$ cat src/rtl/dm_pkg.sv
// Shared encodings and lane helpers for the DM_Core access controller.
package dm_pkg;

  localparam logic [1:0] SZ_BYTE = 2'b00;
  localparam logic [1:0] SZ_HALF = 2'b01;
  localparam logic [1:0] SZ_WORD = 2'b10;
  localparam logic [1:0] SZ_RSVD = 2'b11;

  localparam logic [1:0] ST_IDLE    = 2'd0;
  localparam logic [1:0] ST_ISSUE   = 2'd1;
  localparam logic [1:0] ST_CAPTURE = 2'd2;
  localparam logic [1:0] ST_RESP    = 2'd3;

  // Little-endian byte-lane write mask; reserved size behaves as word.
  function automatic logic [3:0] lane_mask(input logic [1:0] size, input logic [1:0] alo);
    logic [3:0] m;
    case (size)
      SZ_BYTE: m = 4'b0001 << alo;
      SZ_HALF: m = 4'b0011 << {alo[1], 1'b0};
      default: m = 4'b1111;
    endcase
    return m;
  endfunction

  function automatic logic [31:0] store_rep(input logic [1:0] size, input logic [31:0] wdata);
    logic [31:0] d;
    case (size)
      SZ_BYTE: d = {4{wdata[7:0]}};
      SZ_HALF: d = {2{wdata[15:0]}};
      default: d = wdata;
    endcase
    return d;
  endfunction

  function automatic logic misaligned(input logic [1:0] size, input logic [1:0] alo);
    return (size == SZ_RSVD) ||
           ((size == SZ_HALF) && alo[0]) ||
           ((size == SZ_WORD) && (alo != 2'b00));
  endfunction

endpackage

$ cat src/rtl/dm_load_ext.sv
// Combinational lane select and sign/zero extension of a BRAM read word.
module dm_load_ext
  import dm_pkg::*;
(
  input  logic [31:0] i_dout,
  input  logic [1:0]  i_alo,
  input  logic [1:0]  i_size,
  input  logic        i_signed,
  output logic [31:0] o_data
);

  logic [7:0]  w_byte;
  logic [15:0] w_half;

  assign w_byte = i_dout[{i_alo, 3'b000} +: 8];
  assign w_half = i_alo[1] ? i_dout[31:16] : i_dout[15:0];

  always_comb begin
    o_data = i_dout;
    case (i_size)
      SZ_BYTE: o_data = {{24{i_signed & w_byte[7]}}, w_byte};
      SZ_HALF: o_data = {{16{i_signed & w_half[15]}}, w_half};
      default: o_data = i_dout;
    endcase
  end

endmodule

$ cat src/rtl/dm_access_ctrl.sv
// DM_Core load/store initiator: response 3 edges after accept; req_ready only in IDLE, response held until resp_ready.
// Optional DM_ALIGN_CHECK_EN: misaligned/reserved requests skip the BRAM and respond with resp_err.
module dm_access_ctrl
  import dm_pkg::*;
#(
  parameter int ADDR_W = 11,
  parameter int DATA_W = 32
) (
  input  logic              clk,
  input  logic              reset_n,
  input  logic              req_valid,
  output logic              req_ready,
  input  logic              req_we,
  input  logic [1:0]        req_size,
  input  logic              req_signed,
  input  logic [ADDR_W+1:0] req_addr,
  input  logic [DATA_W-1:0] req_wdata,
  output logic              resp_valid,
  input  logic              resp_ready,
  output logic [DATA_W-1:0] resp_rdata,
  output logic              resp_err,
  output logic              dm_en,
  output logic [3:0]        dm_we,
  output logic [ADDR_W-1:0] dm_addr,
  output logic [DATA_W-1:0] dm_din,
  input  logic [DATA_W-1:0] dm_dout
);

  logic [1:0]        r_state;
  logic              r_cap_phase;
  logic              r_we;
  logic [1:0]        r_size;
  logic              r_signed;
  logic [1:0]        r_alo;
  logic [DATA_W-1:0] r_dout;
  logic              r_req_ready;
  logic              r_resp_valid;
  logic [DATA_W-1:0] r_resp_rdata;
  logic              r_dm_en;
  logic [3:0]        r_dm_we;
  logic [ADDR_W-1:0] r_dm_addr;
  logic [DATA_W-1:0] r_dm_din;
  logic [DATA_W-1:0] w_ext;

  dm_load_ext u_load_ext (
    .i_dout   (r_dout),
    .i_alo    (r_alo),
    .i_size   (r_size),
    .i_signed (r_signed),
    .o_data   (w_ext)
  );

`ifdef DM_ALIGN_CHECK_EN
  logic r_resp_err;
  assign resp_err = r_resp_err;

  always_ff @(posedge clk or negedge reset_n) begin
    if (!reset_n) begin
      r_resp_err <= 1'b0;
    end else if (r_state == ST_IDLE && req_valid) begin
      r_resp_err <= misaligned(req_size, req_addr[1:0]);
    end
  end
`else
  assign resp_err = 1'b0;
`endif

  always_ff @(posedge clk or negedge reset_n) begin
    if (!reset_n) begin
      r_state      <= ST_IDLE;
      r_cap_phase  <= 1'b0;
      r_we         <= 1'b0;
      r_size       <= SZ_BYTE;
      r_signed     <= 1'b0;
      r_alo        <= 2'b00;
      r_dout       <= '0;
      r_req_ready  <= 1'b1;
      r_resp_valid <= 1'b0;
      r_resp_rdata <= '0;
      r_dm_en      <= 1'b0;
      r_dm_we      <= 4'b0000;
      r_dm_addr    <= '0;
      r_dm_din     <= '0;
    end else begin
      case (r_state)
        ST_IDLE: begin
          if (req_valid) begin
            r_we        <= req_we;
            r_size      <= req_size;
            r_signed    <= req_signed;
            r_alo       <= req_addr[1:0];
            r_req_ready <= 1'b0;
`ifdef DM_ALIGN_CHECK_EN
            if (misaligned(req_size, req_addr[1:0])) begin
              r_state      <= ST_RESP;
              r_resp_valid <= 1'b1;
              r_resp_rdata <= '0;
            end else
`endif
            begin
              r_state   <= ST_ISSUE;
              r_dm_en   <= 1'b1;
              r_dm_we   <= req_we ? lane_mask(req_size, req_addr[1:0]) : 4'b0000;
              r_dm_addr <= req_addr[ADDR_W+1:2];
              r_dm_din  <= store_rep(req_size, req_wdata);
            end
          end
        end
        ST_ISSUE: begin
          r_dm_en     <= 1'b0;
          r_dm_we     <= 4'b0000;
          r_cap_phase <= 1'b0;
          r_state     <= ST_CAPTURE;
        end
        ST_CAPTURE: begin
          // Raw BRAM word is retimed first so the lane mux never sits on douta's clock-to-out path.
          if (!r_cap_phase) begin
            r_dout      <= dm_dout;
            r_cap_phase <= 1'b1;
          end else begin
            r_resp_rdata <= r_we ? '0 : w_ext;
            r_resp_valid <= 1'b1;
            r_state      <= ST_RESP;
          end
        end
        default: begin
          if (resp_ready) begin
            r_resp_valid <= 1'b0;
            r_req_ready  <= 1'b1;
            r_state      <= ST_IDLE;
          end
        end
      endcase
    end
  end

  assign req_ready  = r_req_ready;
  assign resp_valid = r_resp_valid;
  assign resp_rdata = r_resp_rdata;
  assign dm_en      = r_dm_en;
  assign dm_we      = r_dm_we;
  assign dm_addr    = r_dm_addr;
  assign dm_din     = r_dm_din;

endmodule

$ cat config.mk
export PLATFORM = sky130hd
export DESIGN_NAME = dm_access_ctrl
export DESIGN_NICKNAME = d
export VERILOG_FILES = /design/src/rtl/dm_pkg.sv /design/src/rtl/dm_load_ext.sv /design/src/rtl/dm_access_ctrl.sv
export SDC_FILE = /design/constraint.sdc
export NUM_CORES = 1
export LEC_CHECK = 0
export CAP_MARGIN = 20
export CORE_ASPECT_RATIO = 0.7
export CORE_UTILIZATION = 30
export DETAILED_ROUTE_END_ITERATION = 10
export PLACE_DENSITY = 0.52
export SLEW_MARGIN = 20
export SYNTH_ARGS = -nofsm -noshare
export SYNTH_HDL_FRONTEND = slang
export SYNTH_SLANG_ARGS = --single-unit
$ cat constraint.sdc
create_clock -name clk -period 4.2 [get_ports clk]
set_input_delay 1.05 -clock clk [delete_from_list [all_inputs] [get_ports clk]]
set_output_delay 1.05 -clock clk [all_outputs]
set_load 0.02 [all_outputs]
# Yosys cells after proc, flatten, opt, wreduce, memory -nomap -nowiden
# Cells that the tools add are included.
[totals] reg_bits=123 latchBits=0 mem_bits_rw=0 rom_bits=0 input_bits=85 output_inout_bits=83 elab_cells=66 mem_count=0
[classes] n_addsub=0 multipliers=0 n_div=0 n_lt_le_gt_ge=0 n_eq_ne=6 shifts=3 mux=21 bitwise=5 reduce_logical=17
[op_table] cell="32-bit one-hot mux with 2 select lines" count=2
[op_table] cell="32-bit two-way mux" count=1
[op_table] cell="32-bit by 6-bit variable part select with 8-bit output" count=1
[op_table] cell="16-bit two-way mux" count=1
[op_table] cell="4-bit one-hot mux with 2 select lines" count=2
[op_table] cell="3-bit AND reduction" count=3
[op_table] cell="4-bit two-way mux" count=2
[op_table] cell="1-bit one-hot mux with 2 select lines" count=4
[op_table] cell="2-bit AND reduction" count=4
[op_table] cell="2-bit nonzero test" count=4
[op_table] cell="2-bit by 1-bit == test with 1-bit output, second input constant" count=3
[op_table] cell="2-bit logical NOT" count=3
[op_table] cell="2-bit two-way mux" count=3
[op_table] cell="2-bit one-hot mux with 3 select lines" count=1
[op_table] cell="1-bit two-way mux" count=5
[op_table] cell="2-bit inequality test, second input constant" count=2
[op_table] cell="4-bit nonzero test" count=1
[op_table] cell="2-bit OR reduction" count=2
[op_table] cell="1-bit by 2-bit left shift with 4-bit output, first input constant" count=1
[op_table] cell="2-bit by 2-bit left shift with 4-bit output, first input constant" count=1
[op_table] cell="1-bit inverter" count=3
[op_table] cell="1-bit AND" count=2
[op_table] cell="2-bit == test, second input constant" count=1

# Logic depth before layout (Yosys ltp)
# Gate-level depths: netlist of the first run.
[logic_depth] ltp_word=5 depth_mapped=8

# Hierarchy
# A second synthesis of the first run with hierarchy kept.
[unflattened] hier_cells=554 area_unflattened_um2=6165.9
[by_module_without_submodules] module="dm_access_ctrl" instances=1 cells_per_inst=431 area_each_um2=5460.2 seq_area_each_um2=3079.2
[by_module_without_submodules] module="dm_load_ext" instances=1 cells_per_inst=123 area_each_um2=705.7 seq_area_each_um2=0.0

# Worst setup path after synthesis of the first run
# Ideal clock, no wire load.
[synth_path] path_kind="input -> register" start="input port req_valid" end="register r_dm_addr[0], in the netlist dm_addr[0]" t_arrival_ns=2.142 path_slack_ns=1.933 cell_stages=4 n_path_buf=2 cell_sequence="nand2_1 > clkbuf_1 > clkbuf_1 > mux2_2"
[synth_via] elab_chain_cells=1
[synth_lines] item="from (decl)" line="dm_access_ctrl.sv:11" text="input logic req_valid,"
[synth_lines] item="2-bit AND reduction (no line)"
[synth_lines] item="to (signal assigned)" line="dm_access_ctrl.sv:104" text="r_dm_addr <= req_addr[ADDR_W+1:2];"
[synth_lines] item="to (decl)" line="dm_access_ctrl.sv:41" text="logic [ADDR_W-1:0] r_dm_addr;"
# No other way between the ends.
# A chain may end at the register's enable or synchronous reset.

# Final worst setup path of the first run
[layout_path] start="register r_alo[1]" end="register r_resp_rdata[20], in the netlist resp_rdata[20]"
[layout_via] elab_chain_cells=4 word_cells_on_any_way=6
[layout_lines] item="from (decl)" line="dm_access_ctrl.sv:34" text="logic [1:0] r_alo;"
[layout_lines] item="from (signal assigned)" line="dm_access_ctrl.sv:91" text="r_alo <= req_addr[1:0];"
[layout_lines] item="32-bit by 6-bit variable part select with 8-bit output / 16-bit two-way mux (equally long branches)" line="dm_load_ext.sv:15, dm_load_ext.sv:16"
[layout_lines] item="1-bit AND, on equally long branches" line="dm_load_ext.sv:21, dm_load_ext.sv:22"
[layout_lines] item="32-bit one-hot mux with 2 select lines (*)" line="dm_load_ext.sv:20" text="case (i_size)"
[layout_lines] item="32-bit two-way mux (*)" line="dm_access_ctrl.sv:121" text="r_resp_rdata <= r_we ? '0 : w_ext;"
[layout_lines] item="to (signal assigned)" line="dm_access_ctrl.sv:121"
[layout_lines] item="to (decl)" line="dm_access_ctrl.sv:38" text="logic [DATA_W-1:0] r_resp_rdata;"
# Every way passes the cells marked *; elsewhere a longest branch is shown, timed or not.

==> results of run 1 <==
[where the power goes]
part | switching [W] | total [W] | internal (W) | leakage, nW
sequential | 0.000464 | 0.00219 | 0.00172 | 1.53
clock | 0.000536 | 0.00143 | 0.000897 | 0.274
combinational | 0.00133 | 0.00266 | 0.00133 | 1.60
[logic make-up after synthesis]
kind of cell	count (synthesis)
other cells	1
buf+inv	53
flops	123
compound gates	143
mux	78
simple gates	100
fa+ha+maj	4
[cells in the mapped netlist, drive strengths merged (2+ instances only)]
cell / number / area share, %
clkbuf: 32 / 2.2
o21ai: 55 / 5.0
a22oi: 8 / 1.1
a31oi: 2 / 0.23
nor2b: 3 / 0.34
buf: 5 / 0.68
ha: 4 / 0.90
nand2: 60 / 4.1
nor2: 15 / 1.0
inv: 16 / 1.1
a221oi: 8 / 1.3
a21oi: 46 / 4.1
mux2i: 28 / 5.0
dfrtp: 122 / 55
a221o: 17 / 3.2
mux2: 50 / 10
nand3b: 8 / 1.1
nand2b: 8 / 1.0
nor3: 2 / 0.18
[registers in the layout, summed over array words and instances, names as in the netlist]
| name | flops |
|---|---|
| dm_en | 1 |
| resp_rdata | 32 |
| r_state | 2 |
| r_signed | 1 |
| dm_we | 4 |
| req_ready | 1 |
| resp_valid | 1 |
| r_cap_phase | 1 |
| dm_addr | 11 |
| r_we | 1 |
| r_alo | 2 |
| dm_din | 32 |
| r_size | 2 |
| r_dout | 32 |
[through the flow]
step | utilization, % | total power, W | cells | hold slack, ps
6_report | 44.56 | 0.006275 | 907 | 474.8
4_1_cts | 44.37 | 0.006312 | 906 | 476.5
3_5_place_dp | 41.17 | 0.004847 | 874 | 464.3
2_1_floorplan | - | 0.003672 | 502 | 479.4
3_3_place_gp | 41.17 | 0.004799 | 874 | 455.8
5_1_grt | 44.56 | 0.006682 | 907 | 520.4
[worst max-delay path by stage]
stage | slack, ps | to | cells past startpoint
after floorplan | 1930 | dm_addr[0] | 4
after global placement | 1170 | dm_addr[7] | 4
after detailed placement | 1110 | dm_addr[7] | 4
after CTS | 1330 | resp_rdata[20] | 4
after global routing | 1100 | resp_rdata[20] | 4
final | 1290 | resp_rdata[20] | 4
[routing by layer]
layer / up-vias / GRT usage [%] / wire (um)
met2: 97 / 23.59 / 6636
met4: 0 / 5.994 / 242
met5: - / 0 / 0
met1: 2152 / 24.17 / 7759
li1: 2097 / - / -
met3: 17 / 5.261 / 804
[cell type report]
cell class | instances | area, sq um
multi-input cells | 326 | 2281
inverters | 16 | 60.06
flip-flops and latches | 123 | 3079
clock inverters | 12 | 122.6
clock buffers | 20 | 456.7
well taps | 236 | 295.3
repair buffers | 174 | 1752
fillers | 1697 | 10010
[worst min-delay path, stage by stage (launching register included)]
cell,delay (ps)
dfrtp_1,340
nand2_1,50
nand2_1,50
==> flow_metrics.env, run 1 <==
export IMPL_ys_seq_area_share_pct=55.42
export IMPL_post_cts_setup_buffers=0
export IMPL_hold_path_class="flop to flop"
export IMPL_hold_viol_final=0
export IMPL_io_buffers=166
export IMPL_synthSimpleGateAreaFrac_pct=8.219
export IMPL_initial_core_util_pct=30.77
export IMPL_syn_area_per_cell_sq_um=11.07
export IMPL_worstPathArrival_ps=3260
export IMPL_cp_start_kind="flop"
export IMPL_core_sq_um=18060
export IMPL_status="complete, no violations"
export IMPL_yosys_area_share_xor_xnor_pct=0
export IMPL_drive_gt1_share_pct=15.50
export IMPL_placementRows=41
export IMPL_min_period_ps=2906
export IMPL_setup_tns_ps=0
export IMPL_areaGrowthSynthToFinish_pct=44.81
export IMPL_grt_pass1_vias=4400
export IMPL_fin_crit_sh_pct=69.19
export IMPL_whs_endpoint="dm_we[3]"
export IMPL_p_leak_nw=3.398
export IMPL_hold_buffers=0
export IMPL_layout_setup_ws_ps=1294
export IMPL_antenna_found_initial=0
export IMPL_synth_cells=502
export IMPL_root_buffer="clkbuf_16"
export IMPL_endpoint_kind="flop"
export IMPL_r2r_start="r_alo[1]"
export IMPL_ys_flop_type="dfrtp_1"
export IMPL_pin_count=168
export IMPL_p_per_area_nw_per_um2=779.8
export IMPL_placed_cell_area_sq_um=7433
export IMPL_yosys_area_share_adder_pct=0.9007
export IMPL_postRouteAntennaNets=0
export IMPL_most_common_layout_cells="clkdlybuf4s50_1, dfrtp_1, nand2_1, o21ai_0, mux2_2"
export IMPL_gp_congestion=0.7596
export IMPL_cpMaxStageDelayCell="a2111oi_4"
export IMPL_cts_sinks=123
export IMPL_clkTransAtPathRegs_ps=50
export IMPL_grt_pass1_wl_um=23900
export IMPL_r2r_slack_ps=1290
export IMPL_ys_types=36
export IMPL_die_h_um=115.9
export IMPL_drt_iter0_markers=195
export IMPL_clock_path_buffers=2
export IMPL_crit_path_max_incr_delay_ps=1020
export IMPL_worstSetupPathType="flop to flop"
export IMPL_max_slew_margin_pct=26.26
export IMPL_rsz0062_at_grt="false"
export IMPL_finalSetupViolations=0
export IMPL_wirelength_um=15440
export IMPL_ys_seq_elements=123
export IMPL_fin_skew_ps=6.836
export IMPL_reg2reg_to="resp_rdata[20]"
export IMPL_grt_max_degree=69
export IMPL_design_area_sq_um=8046
export IMPL_cts_buffers=17
export IMPL_dieArea_sq_um=19080
export IMPL_synth_cell_area_sq_um=5557
export IMPL_crit_buf_inv=0
export IMPL_crit_start="r_alo[1]"
export IMPL_yosysWarnings=0
export IMPL_grt_overflow_total=0
export IMPL_fmax_mhz=344.1
export IMPL_cts_resized=0
export IMPL_synth_edf_count=0
export IMPL_firstDrtPassIters=4
export IMPL_crit_path_max_fanout=34
export IMPL_chipWidth_um=164.7
export IMPL_critical_path_top_delay_family="compound AO/OA/AOI/OAI gates"
export IMPL_nNetsFinal=747
export IMPL_critPathRequiredTime_ps=4550
export IMPL_drv_slew=0
export IMPL_synth_top_family_by_area="compound AO/OA/AOI/OAI gates"
export IMPL_track_usage_pct=16.81
export IMPL_post_drt_wl_per_cell_um=17.02
export IMPL_place_ws_ps=1107
export IMPL_worst_pin_slew_ps=1106
export IMPL_synth_compound_area_share_pct=16.30
export IMPL_viasPerCell=4.810
export IMPL_mostFrequentLayoutCell="clkdlybuf4s50_1"
export IMPL_min_from="dm_we[3]"
export IMPL_ctsHtreeMaxLevel=4
export IMPL_worstSkewPairLatency_ps=420
export IMPL_max_cap_violations=0
export IMPL_hold_depth=2
export IMPL_cts_tree="built"
export IMPL_dp_hpwl_um=10850
export IMPL_antenna_cells=0
export IMPL_r2r_cells=4
export IMPL_ir_drop_v=0.0002581
export IMPL_drcViolationCount=0
export IMPL_synth_fp_nets=591
export IMPL_crit_chain="nand2_1 > a2111o_1 > a2111oi_4 > a221o_2"
export IMPL_vias=4363
export IMPL_synth_mux_area_share_pct=15.18
export IMPL_async_flop_share_pct=100.0
(Power assumes the default switching activity.)
==> run 2, diff against run 1 <==
- clock period: 4.2 -> 3 ns (I/O delays scaled with it)
==> run 2 against run 1 <==
  * Combinational power up 45%
  * Critical endpoint is now req_ready
  * Non-clock buffer count is 8 higher
  * Die area unchanged
  * Sequential share of layout area fell by 0.36 points
  * Clock skew is essentially flat
  * Clock power rose by 43%
  * Core utilization is 0.42 points higher
  * First-iteration DRC count is 26% higher
  * Via count up 0.44%
  * Hold slack got worse by 190 ps
==> flow_metrics.env, run 2 (synthesis results as in run 1) <==
export IMPL_cp_depth=1
export IMPL_fin_crit_sh_pct=76.61
export IMPL_grt_max_degree=62
export IMPL_mostFrequentLayoutCell="clkdlybuf4s50_1"
export IMPL_finalSetupViolations=0
export IMPL_clock_path_buffers=2
export IMPL_firstDrtPassIters=4
export IMPL_r2r_cells=5
export IMPL_chipWidth_um=164.7
export IMPL_wirelength_um=15610
export IMPL_placementRows=41
export IMPL_rsz0062_at_grt="false"
export IMPL_drcViolationCount=0
export IMPL_track_usage_pct=16.96
export IMPL_ctsHtreeMaxLevel=4
export IMPL_hold_path_class="input pin to async pin"
export IMPL_cts_tree="built"
export IMPL_drv_slew=0
export IMPL_postRouteAntennaNets=0
export IMPL_grt_pass1_vias=4435
export IMPL_cts_resized=0
export IMPL_crit_path_max_incr_delay_ps=600
export IMPL_root_buffer="clkbuf_16"
export IMPL_cts_sinks=123
export IMPL_drt_iter0_markers=246
export IMPL_use_met1_pct=24.92
export IMPL_p_per_area_nw_per_um2=1096
export IMPL_cp_start_kind="flop"
export IMPL_crit_chain="clkdlybuf4s50_1"
export IMPL_antenna_found_initial=0
export IMPL_ir_drop_v=0.0003835
export IMPL_grt_overflow_total=0
export IMPL_dp_hpwl_um=11160
export IMPL_post_cts_setup_buffers=0
export IMPL_endpoint_kind="output port"
export IMPL_vias=4382
export IMPL_critical_path_top_delay_family="buffers and inverters"
export IMPL_antenna_cells=0
export IMPL_p_leak_nw=3.454
export IMPL_core_sq_um=18060
export IMPL_worst_pin_slew_ps=798.4
export IMPL_worstSkewPairLatency_ps=410
export IMPL_status="complete, no violations"
export IMPL_max_cap_violations=0
export IMPL_io_buffers=166
export IMPL_design_area_sq_um=8123
export IMPL_pin_count=168
export IMPL_crit_buf_inv=1
export IMPL_top_usage_layer="met1"
export IMPL_nNetsFinal=755
export IMPL_crit_path_max_fanout=3
export IMPL_hold_buffers=0
export IMPL_drive_gt1_share_pct=16.52
export IMPL_most_common_layout_cells="clkdlybuf4s50_1, dfrtp_1, nand2_1, o21ai_0, mux2_2"
export IMPL_worstSetupPathType="flop to output port"
export IMPL_groute_layer_met2_usage_pct=24.20
export IMPL_grtUsageMet3_pct=4.581
export IMPL_critPathRequiredTime_ps=2250
export IMPL_hold_viol_final=0
export IMPL_fmax_mhz=435.1
export IMPL_max_slew_margin_pct=46.72
export IMPL_placed_cell_area_sq_um=7532
export IMPL_clkTransAtPathRegs_ps=50
export IMPL_die_h_um=115.9
export IMPL_cpMaxStageDelayCell="clkdlybuf4s50_1"
export IMPL_grt_pass1_wl_um=24410
export IMPL_viasPerCell=4.794
export IMPL_worstPathArrival_ps=1550
export IMPL_post_drt_wl_per_cell_um=17.07
export IMPL_initial_core_util_pct=30.77
export IMPL_setup_tns_ps=0
export IMPL_areaGrowthSynthToFinish_pct=46.18
export IMPL_min_period_ps=2298
export IMPL_dieArea_sq_um=19080
export IMPL_cts_buffers=17
export IMPL_fin_skew_ps=6.958
export IMPL_gp_congestion=0.7380
run 2: cell types whose count changed in the layout (fill, tap and decap cells not counted):
| cell | delta |
|---|---|
| clkinvlp_4 | -2 |
| buf_16 | -1 |
| buf_12 | +2 |
| clkinv_2 | +1 |
| bufinv_16 | +1 |
| buf_4 | +7 |
| clkbuf_8 | -1 |
| clkinv_4 | +1 |
| clkbuf_1 | -1 |
run 2: where the power goes:
group          leakage, nW  switching (W)  internal, W  total, W
combinational         1.64        0.00196      0.00190   0.00386
clock                0.287       0.000740      0.00131   0.00205
sequential            1.53       0.000571      0.00241   0.00298
run 2: path summary, 6_finish.rpt:
check / startpoint / endpoint / slack [ps]
setup / recovery: req_ready / req_ready / 700
hold / removal: reset_n / dm_addr[3] / 290
setup reg to reg: r_state[0] / r_dout[20] / 920
hold reg to reg: dm_we[3] / dm_we[3] / 480
max in group asynchronous: reset_n / dm_din[0] / 1940
min in group clk: dm_we[3] / dm_we[3] / 480
run 2: worst register-to-register path: stages, from the launching register on:
cell     delay, ps
dfrtp_1        400
inv_1          110
ha_1           300
nor2b_4        530
buf_12         260
mux2_2         370
run 2: cell type report:
type	instances	area, sq um
inverters	16	60.06
fillers	1700	9935
flip-flops and latches	123	3079
well taps	236	295.3
clock buffers	18	439.2
repair buffers	182	1817
multi-input cells	326	2281
clock inverters	13	151.4
run 2: per-layer routing:
metal / share of wire (%) / up-vias
met5: 0 / -
met4: 0.80 / 0
met3: 5.9 / 7
met2: 44 / 111
met1: 49 / 2155
li1: - / 2109
run 2: per-stage QoR:
stage | power (W) | hold WS [ps] | std cells | setup WS, ps | util, %
after detailed placement | 0.006895 | 465.7 | 883 | 607.1 | 41.71
after global routing | 0.009480 | 317.6 | 914 | 666.1 | 44.98
after floorplan | 0.005141 | 454.4 | 502 | 981.6 | -
after global placement | 0.006828 | 462.7 | 883 | 676.6 | 41.68
final | 0.008902 | 287.3 | 914 | 701.8 | 44.98
after CTS | 0.009003 | 299.8 | 914 | 676.7 | 44.98
==> run 3, diff against run 2 <==
- PLACE_DENSITY: 0.52 -> 0.54
- clock period: 3 -> 2 ns (I/O delays scaled with it)
==> run 3 against run 2 <==
  * Final cell count is 2.3% higher
  * Final area is 2.5% higher
  * Sequential power is 48% higher
  * Count of clock-buffer cells in the layout is 3 higher
  * First-iteration DRC count is 9.3% higher
  * Hold slack worse by 240 ps
  * Clock power is 53% higher
  * Register-to-register slack worse by 740 ps
  * Non-clock buffer count is 20 higher
  * Routed wire length is 0.70% lower
==> flow_metrics.env, run 3 (synthesis results as in run 1) <==
export IMPL_grt_pass1_wl_um=24700
export IMPL_hold_slack_ps=47.68
export IMPL_setup_tns_ps=0
export IMPL_firstDrtPassIters=4
export IMPL_root_buffer="clkbuf_16"
export IMPL_mostFrequentLayoutCell="clkdlybuf4s50_1"
export IMPL_hold_path_class="input pin to async pin"
export IMPL_chipWidth_um=164.7
export IMPL_io_buffers=166
export IMPL_p_leak_nw=3.621
export IMPL_antenna_found_initial=0
export IMPL_critPathRequiredTime_ps=1500
export IMPL_pin_count=168
export IMPL_cpMaxStageDelayCell="clkdlybuf4s50_1"
export IMPL_p_per_area_nw_per_um2=1633
export IMPL_crit_chain="clkdlybuf4s50_1"
export IMPL_vias=4481
export IMPL_dpl_cell_count=903
export IMPL_cp_start_kind="flop"
export IMPL_fin_skew_ps=6.339
export IMPL_fin_cells=935
export IMPL_crit_buf_inv=1
export IMPL_clkTransAtPathRegs_ps=50
export IMPL_finalSetupViolations=0
export IMPL_fin_crit_sh_pct=96.62
export IMPL_worstPathArrival_ps=1430
export IMPL_rsz0062_at_grt="false"
export IMPL_antenna_cells=0
export IMPL_nNetsFinal=775
export IMPL_ir_drop_v=0.0006011
export IMPL_viasPerCell=4.793
export IMPL_max_cap_violations=0
export IMPL_endpoint_kind="output port"
export IMPL_drv_slew=0
export IMPL_hold_viol_final=0
export IMPL_crit_path_max_incr_delay_ps=640
export IMPL_drcViolationCount=0
export IMPL_worstSkewPairLatency_ps=410
export IMPL_fillers=1684
export IMPL_status="complete, no violations"
export IMPL_cts_buffers=17
export IMPL_grt_pass1_vias=4474
export IMPL_postRouteAntennaNets=0
export IMPL_hold_buffers=0
export IMPL_dp_hpwl_um=11200
export IMPL_max_slew_margin_pct=44.39
export IMPL_ctsHtreeMaxLevel=4
export IMPL_cts_sinks=123
export IMPL_gp_congestion=0.7953
export IMPL_worst_pin_slew_ps=833.3
export IMPL_most_common_layout_cells="clkdlybuf4s50_1, dfrtp_1, nand2_1, o21ai_0, mux2_2"
export IMPL_initial_core_util_pct=30.77
export IMPL_drt_iter0_markers=269
export IMPL_grt_max_degree=42
export IMPL_areaGrowthSynthToFinish_pct=49.83
export IMPL_dieArea_sq_um=19080
export IMPL_min_period_ps=1932
export IMPL_crit_path_max_fanout=3
export IMPL_drive_gt1_share_pct=18.88
export IMPL_wirelength_um=15500
export IMPL_fmax_mhz=517.5
export IMPL_worstSetupPathType="flop to output port"
export IMPL_die_h_um=115.9
export IMPL_critical_path_top_delay_family="buffers and inverters"
export IMPL_post_drt_wl_per_cell_um=16.57
export IMPL_grt_overflow_total=0
export IMPL_placementRows=41
export IMPL_clock_path_buffers=2
export IMPL_track_usage_pct=17.10
export IMPL_cts_tree="built"
export IMPL_core_sq_um=18060
## run 3: path summary, 6_finish.rpt
check	slack, ps	to	cells after the start	start
max	70	resp_rdata[15]	1	resp_rdata[15]
max in group asynchronous	1320	dm_din[8]	2	reset_n
min reg2reg	470	dm_we[3]	2	dm_we[3]
max reg2reg	180	resp_rdata[26]	5	r_alo[1]
min in group clk	470	dm_we[3]	2	dm_we[3]
min	50	resp_rdata[24]	1	reset_n
## run 3: cell type report
class | count | area (sq um) | area share (%)
Multi-Input combinational cell | 326 | 2286 | 27.46
Sequential cell | 123 | 3079 | 36.99
Clock inverter | 11 | 143.9 | 1.728
Inverter | 16 | 60.06 | 0.7214
Tap cell | 236 | 295.3 | 3.547
Clock buffer | 21 | 460.4 | 5.531
Timing Repair Buffer | 202 | 2001 | 24.03
## run 3: where the power goes
group | leakage [nW] | total (W) | switching (W) | internal, W
clock network | 0.285 | 0.00313 | 0.00111 | 0.00202
registers | 1.53 | 0.00442 | 0.000798 | 0.00362
logic | 1.81 | 0.00604 | 0.00303 | 0.00301
## run 3: per-stage QoR
stage          total power, W  setup slack (ps)  utilization, %  cell area (sq um)
2_1_floorplan        0.007716             98.51               -               5562
3_3_place_gp          0.01041            -52.49           42.65               7701
3_5_place_dp          0.01055             53.12           42.68               7707
4_1_cts               0.01376             18.57           46.02               8310
5_1_grt               0.01452             16.76           46.11               8325
6_report              0.01360             67.68           46.11               8325
## run 3: repair_timing
action / in CTS / in global routing
resized for setup: 1 / 5
setup endpoints to repair: 1 / 12
buffers inserted: 0 / 0
## run 3: routing by layer
layer / vias up / share of wire [%] / track usage, %
li1: 2159 / - / -
met1: 2194 / 49 / 25.12
met2: 116 / 43 / 23.92
met3: 12 / 7.2 / 5.082
met4: 0 / 1.0 / 5.199
met5: - / 0 / 0
